**config.mk**
```make
export PLATFORM = sky130hd
export DESIGN_NAME = game_round_scheduler
export DESIGN_NICKNAME = d
export VERILOG_FILES = /design/src/rtl/game_round_scheduler.sv
export SDC_FILE = /design/constraint.sdc
export NUM_CORES = 1
export LEC_CHECK = 0
export CORE_MARGIN = 2
export CORE_UTILIZATION = 62
export CTS_CLUSTER_SIZE = 28
export DETAILED_ROUTE_END_ITERATION = 10
export GPL_TIMING_DRIVEN = 0
export HOLD_SLACK_MARGIN = 0.08
export PLACE_DENSITY = 0.93
export SLEW_MARGIN = 15
export SYNTH_ARGS = -nofsm -noshare
export SYNTH_HDL_FRONTEND = slang
export SYNTH_SLANG_ARGS = --single-unit
```
**constraint.sdc**
```tcl
create_clock -name clk -period 6.9 [get_ports clk]
set_clock_uncertainty 0.2 [all_clocks]
set_input_delay 1.38 -clock clk [delete_from_list [all_inputs] [get_ports clk]]
set_output_delay 1.38 -clock clk [all_outputs]
set_load 0.02 [all_outputs]
```
**src/rtl/game_round_scheduler.sv**
```systemverilog
// Morse game session sequencer: start/load strobes, per-round seconds countdown,
// timeout on expiry and game_over after the last round. All outputs are registered.
module game_round_scheduler #(
    parameter int CLK_HZ     = 50_000_000,
    parameter int ROUND_SECS = 10,
    parameter int NUM_ROUNDS = 10,
    parameter int LOAD_DELAY = 2
) (
    input  logic       clk,
    input  logic       rst,
    input  logic       LoggedIn,
    input  logic       start_req,
    input  logic       enable,
    input  logic       answered,
    input  logic       logout,
    output logic       game_start,
    output logic       load,
    output logic       timeout,
    output logic [3:0] round_num,
    output logic [5:0] secs_left,
    output logic       game_over,
    output logic       busy
);

    localparam int TW = (CLK_HZ > 1) ? $clog2(CLK_HZ) : 1;
    localparam int DW = (LOAD_DELAY > 1) ? $clog2(LOAD_DELAY) : 1;
    localparam logic [TW-1:0] TICK_LAST  = TW'(CLK_HZ - 1);
    localparam logic [DW-1:0] DLY_LAST   = DW'(LOAD_DELAY - 1);
    localparam logic [5:0]    SECS_INIT  = 6'(ROUND_SECS);
    localparam logic [3:0]    ROUND_LAST = 4'(NUM_ROUNDS);

    typedef enum logic [2:0] {
        S_IDLE  = 3'd0,
        S_START = 3'd1,
        S_DELAY = 3'd2,
        S_LOAD  = 3'd3,
        S_RUN   = 3'd4,
        S_TMO   = 3'd5,
        S_NEXT  = 3'd6,
        S_DONE  = 3'd7
    } state_t;

    state_t        state_q, state_d;
    logic [3:0]    round_q, round_d;
    logic [5:0]    secs_q, secs_d;
    logic [TW-1:0] tick_q, tick_d;
    logic [DW-1:0] dcnt_q, dcnt_d;
    logic          game_start_q, load_q, timeout_q, game_over_q, busy_q;

    // Next-state and datapath update; logout or lost login overrides every state.
    always_comb begin
        state_d = state_q;
        round_d = round_q;
        secs_d  = secs_q;
        tick_d  = tick_q;
        dcnt_d  = dcnt_q;
        if (logout || !LoggedIn) begin
            state_d = S_IDLE;
            round_d = 4'd0;
            secs_d  = 6'd0;
            tick_d  = TW'(0);
            dcnt_d  = DW'(0);
        end else begin
            case (state_q)
                S_IDLE, S_DONE: begin
                    if (start_req) begin
                        state_d = S_START;
                        round_d = 4'd1;
                    end else begin
                        state_d = state_q;
                    end
                end
                S_START: begin
                    state_d = S_DELAY;
                    dcnt_d  = DW'(0);
                end
                S_DELAY: begin
                    if (dcnt_q == DLY_LAST) begin
                        state_d = S_LOAD;
                        secs_d  = SECS_INIT;
                        tick_d  = TW'(0);
                    end else begin
                        dcnt_d = dcnt_q + DW'(1);
                    end
                end
                S_LOAD: state_d = S_RUN;
                S_RUN: begin
                    // An answer beats a same-cycle expiry and freezes the countdown.
                    if (answered) begin
                        state_d = S_NEXT;
                    end else if (enable) begin
                        if (tick_q == TICK_LAST) begin
                            tick_d = TW'(0);
                            secs_d = secs_q - 6'd1;
                            if (secs_q == 6'd1) begin
                                state_d = S_TMO;
                            end else begin
                                state_d = S_RUN;
                            end
                        end else begin
                            tick_d = tick_q + TW'(1);
                        end
                    end else begin
                        tick_d = tick_q;
                    end
                end
                S_TMO: state_d = S_NEXT;
                S_NEXT: begin
                    if (round_q == ROUND_LAST) begin
                        state_d = S_DONE;
                    end else begin
                        state_d = S_DELAY;
                        round_d = round_q + 4'd1;
                        dcnt_d  = DW'(0);
                    end
                end
                default: state_d = S_IDLE;
            endcase
        end
    end

    // State, counters and Moore outputs decoded from the next state.
    always_ff @(posedge clk or negedge rst) begin
        if (!rst) begin
            state_q      <= S_IDLE;
            round_q      <= 4'd0;
            secs_q       <= 6'd0;
            tick_q       <= TW'(0);
            dcnt_q       <= DW'(0);
            game_start_q <= 1'b0;
            load_q       <= 1'b0;
            timeout_q    <= 1'b0;
            game_over_q  <= 1'b0;
            busy_q       <= 1'b0;
        end else begin
            state_q      <= state_d;
            round_q      <= round_d;
            secs_q       <= secs_d;
            tick_q       <= tick_d;
            dcnt_q       <= dcnt_d;
            game_start_q <= (state_d == S_START);
            load_q       <= (state_d == S_LOAD);
            timeout_q    <= (state_d == S_TMO);
            game_over_q  <= (state_d == S_DONE);
            busy_q       <= (state_d != S_IDLE) && (state_d != S_DONE);
        end
    end

    assign game_start = game_start_q;
    assign load       = load_q;
    assign timeout    = timeout_q;
    assign round_num  = round_q;
    assign secs_left  = secs_q;
    assign game_over  = game_over_q;
    assign busy       = busy_q;

endmodule

```
==> results.ini <==
[run_status]
status = complete, no violations

[drt]
vias = 2384
drcViolationCount = 0
first_pass_iters = 5
drt-initial-drc-count = 246
top_layer = met4
wl_per_cell_um = 16.68
m1WireLength_mm = 2.728
viasPerCell = 6.478
wirelength_mm = 6.137
met3_length_um = 374
wl_met2_mm = 2.919
antenna_left = 0

[critical_path]
crit_fanout = 10
cp.required_ns = 6.93
end_kind = flop
critPathKind = in -> reg
arrival_ns = 3.66
crit_start = LoggedIn
r2r-start = tick_q[0]$_DFFE_PN0P_
crit_path_start_kind = input port

[die]
die_area_um2 = 4708
coreArea_um2 = 4000
die_h_um = 68.62
ios = 22
die-width_um = 68.62
num_rows = 23
initial_core_util_pct = 64.72

[yosys]
ys.flop_type = dfrtp_1
ys_warn_count = 0
synth_cell_types = 42
synth_edf_count = 0
yosysTopAreaCellShare_pct = 43.50
synthTopCellsByCount = dfrtp_1, nor2_1, nand2_1
netlist_area_um2 = 2589
syn_nets = 300
synth_area_leaders = dfrtp_1, a21o_1, a22o_1
synthCells = 288
synth.most_common_cell = dfrtp_1
avgSynthCellArea_um2 = 8.989
yosysTopAreaCell = dfrtp_1
async_flop_share_pct = 100.0
synth_seq_cells = 45
ys_seq_area_share_pct = 43.50

[flow_run]
cap_violations = 0

[placement]
dp_hpwl_mm = 4.387
place_area_um2 = 2877
portBuffers = 21
placedCellCount = 360
gp_congestion = 0.8201

[clock_tree]
cts_resized = 0
cts.sinks = 45
cts.path.max_buffers = 2
numCtsBuffers = 5
htreeDepth = 2
worstSkewPairLatency_ns = 0.30
cts_hold_buf = 0
clk_pin_slew_ns = 0.09
clockRootBuffer = clkbuf_8
cts_setup_buffers = 0
cts_tree = yes

[final_layout]
antenna_cells = 0
layout-drive-gt1-share_pct = 6.289
regArea_um2 = 1126
area_growth_pct = 15.76
multi_input_area_um2 = 1374
nFillCells = 305
final_cell_count_no_fill = 368
nets = 329
design_area_um2 = 2997

[power_and_ir_drop]
power.density_nw_per_um2 = 175.1
irDropWorstVdd_mv = 0.1331
power.total_mw = 0.5247
p_leak_nw = 1.329

[timing]
finalSetupViolations = 0
max_freq_mhz = 275.2
worst_slew_pin_slew_ns = 0.8400
finalMaxSlewViolations = 0
finalSetupTns_ns = 0
rsz0062_at_grt = false
final_hold_viol_count = 0
slew_headroom_pct = 43.27
min_period_ns = 3.634
fin_crit_sh_pct = 52.67

[grt]
grt_max_degree = 29
grt_pass1_wl_mm = 10.18
grt_usage_pct = 29.14
antenna_found_initial = 0
grt.overflow.total = 0
first_global_vias = 2224

[min_path]
worstHoldPathType = reg -> reg
min_from = tick_q[1]$_DFFE_PN0P_

==> final cells by class <==
cell class	instances	area share [%]
Buffer	14	1.962
Clock buffer	6	2.756
Clock inverter	2	1.253
Tap cell	50	2.088
Sequential cell	45	37.58
Timing Repair Buffer	22	7.516
Multi-Input combinational cell	221	45.85
Inverter	8	1.002
==> worst max-delay path, stage by stage <==
cell and delay, ns:
clkdlybuf4s50_1 0.47, nor2b_1 0.13, clkbuf_1 0.33, nand2_1 0.18
a21oi_1 0.37, clkbuf_1 0.44, o21ai_0 0.20, a21oi_1 0.16
==> metrics by stage <==
step	utilization, %	hold slack, ns	setup WS [ns]
after floorplan	-	0.2566	3.914
after global placement	71.54	0.2820	3.033
final	74.91	0.3294	3.266
after global routing	74.91	0.3586	3.025
after CTS	74.91	0.3342	3.295
after detailed placement	71.91	0.3129	2.983
==> final timing paths <==
check	to	slack, ns	cells past startpoint
worst max-delay path	secs_left[5]$_DFFE_PN0P_	3.27	8
worst min-delay path	tick_q[1]$_DFFE_PN0P_	0.33	2
worst max register to register	secs_left[5]$_DFFE_PN0P_	4.23	8
worst min register to register	tick_q[1]$_DFFE_PN0P_	0.33	2
max in group asynchronous	tick_q[20]$_DFFE_PN0P_	5.19	2
min in group asynchronous	round_num[1]$_DFFE_PN0P_	0.81	1
==> per-layer routing <==
layer	track usage, %	vias up
met5	0	-
met4	10.50	0
met3	5.519	14
met2	46.39	84
met1	39.66	1156
li1	-	1130
==> cell usage in the layout, fill, tap and decap left out, types with 11 or more instances in the layout <==
cell,count
a21oi_1,16
nor4_1,12
a21o_1,17
nand3_1,16
o21ai_0,18
a22o_1,11
dfrtp_1,45
clkdlybuf4s50_1,20
nand2_1,22
nor2_1,24
==> sequential cells by signal, summed over array words and instances, names as in the netlist, 3 cells and up <==
signal and flops:
tick_q 26, secs_left 6, round_num 4, state_q 3
==> power by group <==
group | internal [mW] | switching [mW]
Sequential | 0.266 | 0.00321
Clock | 0.118 | 0.0905
Combinational | 0.0183 | 0.0286
Total | 0.402 | 0.122
==> cells by family (layout without fill, tap and decap cells) <==
kind of cell             after synthesis  count (layout)  share of synthesized area, %
multiplexers                           1               1                        0.4350
flip-flops                            45              45                         43.50
AND/OR/NAND/NOR                      130             130                         27.50
buffers and inverters                 22              52                         3.431
AO/OA/AOI/OAI                         79              79                         20.69
adder cells (fa/ha/maj)                5               5                         2.417
XOR/XNOR                               6               6                         2.030
No activity file was read; power rests on OpenSTA's default activity.
